[src/rtl/uart_tx.sv]
// uart_tx: memory-mapped 8N1 UART transmitter with a small TX FIFO.
// Register map on Addr[3:2]: 0 DATA (W), 1 CTRL (RW), 2 STATUS (R, write clears sticky bits),
// 3 DIV (RW, cycles per bit, 0 acts as 1).
// Optional feature: define UART_TX_PARITY_EN to add an even-parity bit enabled by CTRL[1].
module uart_tx #(
    parameter int unsigned FIFO_DEPTH = 8,
    parameter logic [15:0] DIV_RESET  = 16'd434
) (
    input  logic        clk,
    input  logic        reset,
    input  logic [31:2] Addr,
    input  logic        WE,
    input  logic [31:0] Din,
    output logic [31:0] Dout,
    output logic        IRQ,
    output logic        txd
);

    localparam int unsigned PtrW = $clog2(FIFO_DEPTH);
    localparam int unsigned CntW = $clog2(FIFO_DEPTH + 1);
    localparam logic [CntW-1:0] DepthCnt = CntW'(FIFO_DEPTH);

    localparam logic [1:0] RegData   = 2'd0;
    localparam logic [1:0] RegCtrl   = 2'd1;
    localparam logic [1:0] RegStatus = 2'd2;
    localparam logic [1:0] RegDiv    = 2'd3;

    typedef enum logic [2:0] {
        StIdle,
        StStart,
        StData,
`ifdef UART_TX_PARITY_EN
        StParity,
`endif
        StStop
    } state_e;

    // ------------------------------------------------------------------
    // Register decode
    // ------------------------------------------------------------------
    logic wr_data;
    logic wr_ctrl;
    logic wr_status;
    logic wr_div;

    assign wr_data   = WE && (Addr[3:2] == RegData);
    assign wr_ctrl   = WE && (Addr[3:2] == RegCtrl);
    assign wr_status = WE && (Addr[3:2] == RegStatus);
    assign wr_div    = WE && (Addr[3:2] == RegDiv);

    // Upper address bits are decoded by the bridge; upper data bits have no home.
    logic unused_bits;
    assign unused_bits = ^{Addr[31:4], Din[31:16]};

    // ------------------------------------------------------------------
    // TX FIFO
    // ------------------------------------------------------------------
    logic [7:0]      fifo_mem [FIFO_DEPTH];
    logic [PtrW-1:0] wr_ptr_q;
    logic [PtrW-1:0] rd_ptr_q;
    logic [CntW-1:0] count_q;
    logic            fifo_full;
    logic            fifo_empty;
    logic            push;
    logic            pop;
    logic [7:0]      fifo_head;

    assign fifo_full  = (count_q == DepthCnt);
    assign fifo_empty = (count_q == '0);
    // Fullness is judged on the start-of-cycle count, even if the FSM pops this cycle.
    assign push       = wr_data && !fifo_full;
    assign fifo_head  = fifo_mem[rd_ptr_q];

    // FIFO storage; no reset needed since count gates every read.
    always_ff @(posedge clk) begin
        if (push) begin
            fifo_mem[wr_ptr_q] <= Din[7:0];
        end
    end

    // FIFO pointers and occupancy; reset flushes the queue.
    always_ff @(posedge clk) begin
        if (reset) begin
            wr_ptr_q <= '0;
            rd_ptr_q <= '0;
            count_q  <= '0;
        end else begin
            if (push) begin
                wr_ptr_q <= wr_ptr_q + PtrW'(1);
            end
            if (pop) begin
                rd_ptr_q <= rd_ptr_q + PtrW'(1);
            end
            count_q <= count_q + CntW'(push) - CntW'(pop);
        end
    end

    // ------------------------------------------------------------------
    // Control / status registers
    // ------------------------------------------------------------------
    logic        ie_q;
    logic        pe_rd;
    logic [15:0] div_q;
    logic        done_q;
    logic        done_d;
    logic        ovf_q;
    logic        ovf_d;
    logic        frame_done;
`ifdef UART_TX_PARITY_EN
    logic        pe_q;
    assign pe_rd = pe_q;
`else
    assign pe_rd = 1'b0;
`endif

    // Sticky flags: an accepted push or any STATUS write wins over a same-cycle set.
    always_comb begin
        done_d = done_q;
        ovf_d  = ovf_q;
        if (frame_done) begin
            done_d = 1'b1;
        end
        if (push || wr_status) begin
            done_d = 1'b0;
        end
        if (wr_data && fifo_full) begin
            ovf_d = 1'b1;
        end
        if (wr_status) begin
            ovf_d = 1'b0;
        end
    end

    // CPU-visible configuration and sticky status bits.
    always_ff @(posedge clk) begin
        if (reset) begin
            ie_q   <= 1'b0;
            div_q  <= DIV_RESET;
            done_q <= 1'b0;
            ovf_q  <= 1'b0;
`ifdef UART_TX_PARITY_EN
            pe_q   <= 1'b0;
`endif
        end else begin
            if (wr_ctrl) begin
                ie_q <= Din[0];
`ifdef UART_TX_PARITY_EN
                pe_q <= Din[1];
`endif
            end
            if (wr_div) begin
                div_q <= Din[15:0];
            end
            done_q <= done_d;
            ovf_q  <= ovf_d;
        end
    end

    assign IRQ = ie_q & done_q;

    // ------------------------------------------------------------------
    // Transmit FSM and baud timing
    // ------------------------------------------------------------------
    state_e      state_q;
    state_e      state_d;
    logic [15:0] baud_cnt_q;
    logic [15:0] baud_cnt_d;
    logic [15:0] bit_div_q;
    logic [15:0] bit_div_d;
    logic [2:0]  bit_cnt_q;
    logic [2:0]  bit_cnt_d;
    logic [7:0]  shift_q;
    logic [7:0]  shift_d;
    logic        txd_q;
    logic        txd_d;
    logic [15:0] div_eff;
    logic        bit_end;
    logic        busy;
`ifdef UART_TX_PARITY_EN
    logic        par_q;
    logic        par_d;
    logic        frame_pe_q;
    logic        frame_pe_d;
`endif

    assign div_eff = (div_q == 16'd0) ? 16'd1 : div_q;
    // bit_div_q holds the divisor latched at the start of the current bit (always >= 1).
    assign bit_end = (baud_cnt_q == (bit_div_q - 16'd1));
    assign busy    = (state_q != StIdle);

    // Next-state logic, FIFO pop request and registered serial output value.
    always_comb begin
        state_d    = state_q;
        baud_cnt_d = baud_cnt_q + 16'd1;
        bit_div_d  = bit_div_q;
        bit_cnt_d  = bit_cnt_q;
        shift_d    = shift_q;
        pop        = 1'b0;
        frame_done = 1'b0;
        txd_d      = 1'b1;
`ifdef UART_TX_PARITY_EN
        par_d      = par_q;
        frame_pe_d = frame_pe_q;
`endif

        case (state_q)
            StIdle: begin
                baud_cnt_d = '0;
                if (!fifo_empty) begin
                    pop = 1'b1;
                end
            end
            StStart: begin
                if (bit_end) begin
                    state_d    = StData;
                    baud_cnt_d = '0;
                    bit_div_d  = div_eff;
                end
            end
            StData: begin
                if (bit_end) begin
                    baud_cnt_d = '0;
                    bit_div_d  = div_eff;
                    if (bit_cnt_q == 3'd7) begin
`ifdef UART_TX_PARITY_EN
                        state_d = frame_pe_q ? StParity : StStop;
`else
                        state_d = StStop;
`endif
                    end else begin
                        bit_cnt_d = bit_cnt_q + 3'd1;
                        shift_d   = {1'b0, shift_q[7:1]};
                    end
                end
            end
`ifdef UART_TX_PARITY_EN
            StParity: begin
                if (bit_end) begin
                    state_d    = StStop;
                    baud_cnt_d = '0;
                    bit_div_d  = div_eff;
                end
            end
`endif
            StStop: begin
                if (bit_end) begin
                    if (!fifo_empty) begin
                        // Chain straight into the next start bit: no idle gap.
                        pop = 1'b1;
                    end else begin
                        state_d    = StIdle;
                        frame_done = 1'b1;
                    end
                end
            end
            default: begin
                state_d = StIdle;
            end
        endcase

        // Frame start: load the head byte and latch per-frame settings.
        if (pop) begin
            state_d    = StStart;
            baud_cnt_d = '0;
            bit_div_d  = div_eff;
            bit_cnt_d  = '0;
            shift_d    = fifo_head;
`ifdef UART_TX_PARITY_EN
            par_d      = ^fifo_head;
            frame_pe_d = pe_q;
`endif
        end

        // Serial value for the state being entered, so txd is glitch-free.
        case (state_d)
            StStart:  txd_d = 1'b0;
            StData:   txd_d = shift_d[0];
`ifdef UART_TX_PARITY_EN
            StParity: txd_d = par_d;
`endif
            default:  txd_d = 1'b1;
        endcase
    end

    // FSM state, baud timing and output register; reset aborts any frame.
    always_ff @(posedge clk) begin
        if (reset) begin
            state_q    <= StIdle;
            baud_cnt_q <= '0;
            bit_div_q  <= 16'd1;
            bit_cnt_q  <= '0;
            shift_q    <= '0;
            txd_q      <= 1'b1;
`ifdef UART_TX_PARITY_EN
            par_q      <= 1'b0;
            frame_pe_q <= 1'b0;
`endif
        end else begin
            state_q    <= state_d;
            baud_cnt_q <= baud_cnt_d;
            bit_div_q  <= bit_div_d;
            bit_cnt_q  <= bit_cnt_d;
            shift_q    <= shift_d;
            txd_q      <= txd_d;
`ifdef UART_TX_PARITY_EN
            par_q      <= par_d;
            frame_pe_q <= frame_pe_d;
`endif
        end
    end

    assign txd = txd_q;

    // ------------------------------------------------------------------
    // Read mux
    // ------------------------------------------------------------------
    logic [3:0] cnt_field;
    // Count field is 4 bits wide; a full 16-deep FIFO wraps to 0 here (full flag still set).
    assign cnt_field = 4'(count_q);

    // Combinational register read-back.
    always_comb begin
        Dout = '0;
        case (Addr[3:2])
            RegCtrl:   Dout[1:0]  = {pe_rd, ie_q};
            RegStatus: Dout[11:0] = {cnt_field, 3'b000, ovf_q, done_q, fifo_empty, fifo_full, busy};
            RegDiv:    Dout[15:0] = div_q;
            default:   Dout       = '0;
        endcase
    end

endmodule

[config.mk]
export PLATFORM = sky130hd
export DESIGN_NAME = uart_tx
export DESIGN_NICKNAME = d
export VERILOG_FILES = /design/src/rtl/uart_tx.sv
export SDC_FILE = /design/constraint.sdc
export NUM_CORES = 1
export LEC_CHECK = 0
export ABC_AREA = 1
export ABC_CLOCK_PERIOD_IN_PS = 3300
export BUFFER_PORTS_ARGS = -buffer_cell sky130_fd_sc_hd__buf_2
export CORE_MARGIN = 2
export CORE_UTILIZATION = 55
export DETAILED_ROUTE_END_ITERATION = 8
export PLACE_DENSITY = 0.77
export SLEW_MARGIN = 10
export SYNTH_ARGS = -nofsm -noshare
export SYNTH_HDL_FRONTEND = slang
export SYNTH_SLANG_ARGS = --single-unit
[constraint.sdc]
create_clock -name clk -period 3.3 [get_ports clk]
set_input_delay 0.33 -clock clk [delete_from_list [all_inputs] [get_ports clk]]
set_output_delay 0.33 -clock clk [all_outputs]
set_load 0.05 [all_outputs]
==> metrics.txt <==
Pwr Density 791 nW/um^2; number of diodes 0; final wirelength 15600 um; dpl cells 1033; Crit-path slowest cell fa_1; status completed; Final Hold Viols 0; fin crit share 93.4%; first-pass GRT wire length 25200 um; Logic pwr share 35.2%; Sw Pwr 0.00234 W; CTS Hold Bufs 0; max-cap violation count 0; final critical-path required period 3.08 ns; count leader, synth nand2_1; Worst path most repeated cell nand2_1; CTS H-tree depth 4; die footprint 13500 sq um; Mapped Area 6940 sq um; final instance area 7840 sq um; # fillers 1108; vias 5644; worst-case clock buffer depth 2; Fmax achieved 325 MHz; flip-flop and latch area 3500 sq um; Netlist cell types 41; Reg2Reg Depth 23; Reg-to-Reg End cnt_field[2]$_SDFF_PP0_; initial antenna violation count 0; area delta synth->final 12.9%; Commonest cells post-synth nand2_1 (162), nor2_1 (130), inv_1 (85), dfxtp_1 (79), o21ai_0 (66); vias in the first global route 5111; Mapped Cells 837; Crit Path Class flip-flop to flip-flop; Slew Limit Fails 0; GP Congestion 0.910; HPWL Detailed 10900 um; sequential fraction of the synthesis area 50.5%; Critical Path Max Stage Delay 0.37 ns; WHS Endpoint div_q[8]$_SDFFE_PP1P_; Reg power frac 35.6%; GRT overflow 0; clk_skew 0.00850 ns; synth top area cells edfxtp_1 (28%), dfxtp_1 (23%), nand2_1 (8.8%), nor2_1 (7.0%), o21ai_0 (4.8%); clock root buffer clkbuf_16; Antenna Nets Post-Route 0; Hold WS 0.145 ns; area of the multi-input gates 2930 sq um; FFs w/ async S/R, synth 0%; Initial Utilization 55.7%; via/cell ratio 5.29; number of flops mapped to enable cells by yosys 64; Internal Pwr Total 0.00386 W; syn avg cell area 8.30 sq um; Max VDD drop 0.543 mV; share of layout cells above drive strength 1 12.5%; Num CTS Buffers 17; Clock Power Share 29.2%; clk_lat worst skew 0.43 ns; DRC 0; clock sink count 143; hold wc startpoint Din[8]; Power Total 0.00620 W; Hold Crit Depth 3; core box area 12500 sq um; Worst Tran Pin Value 1.01 ns; Relative slew margins 32.8%; flop2flop setup slack 0.22 ns; Avg WL per Cell 14.7 um; YS warnings 0; Yosys top cell area share 27.7%; critical path cell sequence inv_1, ha_4, nand3_4, nor2_8, buf_4, nand2_1, nand2_1, nand2_1, nand2_1, nor2_2, nand2_1, nor2_1, nand3_1, nand2_2, nand2_4, nor2_2, inv_1, o21ai_0, ha_1, inv_1, fa_1, xor2_1, nor2_1; CTS tree built; worst hold-check path type primary input to flip-flop; largest net degree at the start of global routing 33; Layout Utilization 62.9%; CP arrival 3.37 ns; number of I/O pins 99; reg2reg start bit_div_q[0]$_SDFFE_PP1P_; buffers added on ports 38; Non-Filler Instances 1066; Worst Path Max Fanout 7; critical path endpoint category flip-flop; Worst-path clk slew 0.06 ns; Critical Path Source Type flip-flop; ys flop type dfxtp_1; DP Area 7240 sq um; Sw Share 37.7%; number of synthesized register bits 143; die width 116 um; height of the chip 116 um; Pre-Repair DR Iteration Count 5; final number of setup-violating endpoints 0; cell taking the most area after synthesis edfxtp_1; Starting DRT DRC Count 517; Critical Path RT 3.59 ns; LEAKAGE 3.22 nW; Nets 959; Rows 41; GRT Util Overall 24.8%
-- flip-flops by register name, indices dropped and copies added, names as in the netlist, 3 cells and up, named ones only --
| name | cells |
|---|---|
| baud_cnt_q | 16 |
| wr_ptr_q | 3 |
| state_q | 3 |
| div_q | 16 |
| bit_cnt_q | 3 |
| fifo_mem | 64 |
| rd_ptr_q | 3 |
| cnt_field | 4 |
| bit_div_q | 16 |
| shift_q | 8 |
-- placed cells by master, fill, tap and decap left out, types with 2 or more instances in the layout --
cell type,synthesis,layout
nand2_2,3,3
inv_2,2,2
buf_4,18,15
edfxtp_1,64,64
nor2_1,130,126
nand3b_1,5,5
nand2_1,162,162
xor2_1,16,16
clkinv_2,0,2
ha_1,11,10
nor3_1,8,8
a21oi_1,30,30
clkbuf_16,0,17
o221ai_1,7,7
buf_2,1,38
o22ai_1,16,16
a31oi_1,8,8
clkbuf_8,0,4
xnor2_1,11,11
dfxtp_1,79,78
o21ai_0,66,66
nand4_1,9,9
a211oi_1,2,2
inv_1,85,85
conb_1,1,17
nor2_2,11,14
nand3_1,41,41
nand2_4,2,2
clkbuf_1,18,4
nand3_4,2,2
o21ai_1,12,12
nor2_4,2,3
-- power by group through the flow --
stage,Sequential (W),Clock (W),Combinational (W)
6_report,0.00220,0.00181,0.00218
5_1_grt,0.00223,0.00191,0.00248
4_1_cts,0.00220,0.00183,0.00211
3_5_place_dp,0.00223,0,0.00210
3_3_place_gp,0.00223,0,0.00205
2_1_floorplan,0.00222,0,0.00169
-- worst max-delay path: cells and delay by family, from the launching register on --
| family | cells | cell delay [ns] |
|---|---|---|
| AOI/OAI and AO/OA | 1 | 0.08 |
| DFF | 1 | 0.36 |
| xor gates and xnor gates | 1 | 0.16 |
| buffers and inverters | 4 | 0.39 |
| adders and majority gates | 3 | 0.74 |
| and+or+nand+nor | 14 | 1.22 |
-- through the flow --
| step | TNS, ns | setup slack (ns) |
|---|---|---|
| 2_1_floorplan | 0 | 0.487 |
| 3_3_place_gp | 0 | 0.183 |
| 3_5_place_dp | 0 | 0.122 |
| 4_1_cts | 0 | 0.0988 |
| 5_1_grt | -0.0893 | -0.0520 |
| 6_report | 0 | 0.219 |
-- area by class of cell --
cell class | instances | area share [%]
multi-input cells | 579 | 37.3
well taps | 172 | 2.75
clock buffers | 26 | 6.42
flip-flops and latches | 143 | 44.7
repair buffers | 53 | 3.86
clock inverters | 5 | 0.718
inverters | 88 | 4.21
-- worst max path at each step --
stage / start / endpoint / slack [ns] / cells past startpoint
2_1_floorplan: bit_div_q[0]$_SDFFE_PP1P_ / cnt_field[2]$_SDFF_PP0_ / 0.49 / 21
3_3_place_gp: bit_div_q[0]$_SDFFE_PP1P_ / cnt_field[2]$_SDFF_PP0_ / 0.18 / 21
3_5_place_dp: bit_div_q[0]$_SDFFE_PP1P_ / cnt_field[2]$_SDFF_PP0_ / 0.12 / 21
4_1_cts: bit_div_q[0]$_SDFFE_PP1P_ / cnt_field[2]$_SDFF_PP0_ / 0.1 / 21
5_1_grt: bit_div_q[0]$_SDFFE_PP1P_ / cnt_field[2]$_SDFF_PP0_ / -0.05 / 20
6_report: bit_div_q[0]$_SDFFE_PP1P_ / cnt_field[2]$_SDFF_PP0_ / 0.22 / 23
-- logic make-up (layout without fill, tap and decap cells) --
| kind of cell | count (synthesis) | in the layout | synth area share (%) |
|---|---|---|---|
| buffers and inverters | 131 | 172 | 8.67 |
| xor gates and xnor gates | 27 | 27 | 3.41 |
| DFF | 143 | 143 | 50.5 |
| AOI/OAI and AO/OA | 142 | 142 | 11.2 |
| other | 1 | 17 | 0.0540 |
| and+or+nand+nor | 381 | 381 | 24.0 |
| adders and majority gates | 12 | 12 | 2.27 |
-- what timing repair did --
action | CTS | global route
resized for setup | 0 | 8
endpoints found under the setup margin | 0 | 3
setup buffers | 0 | 2
-- layer usage --
layer / vias to the layer above / routed length (um) / GRT usage [%]
li1: 2819 / - / -
met1: 2611 / 7190 / 33.5
met2: 181 / 7150 / 38.7
met3: 33 / 893 / 6.18
met4: 0 / 409 / 10.0
met5: - / 0 / 0
(Power assumes the default switching activity.)
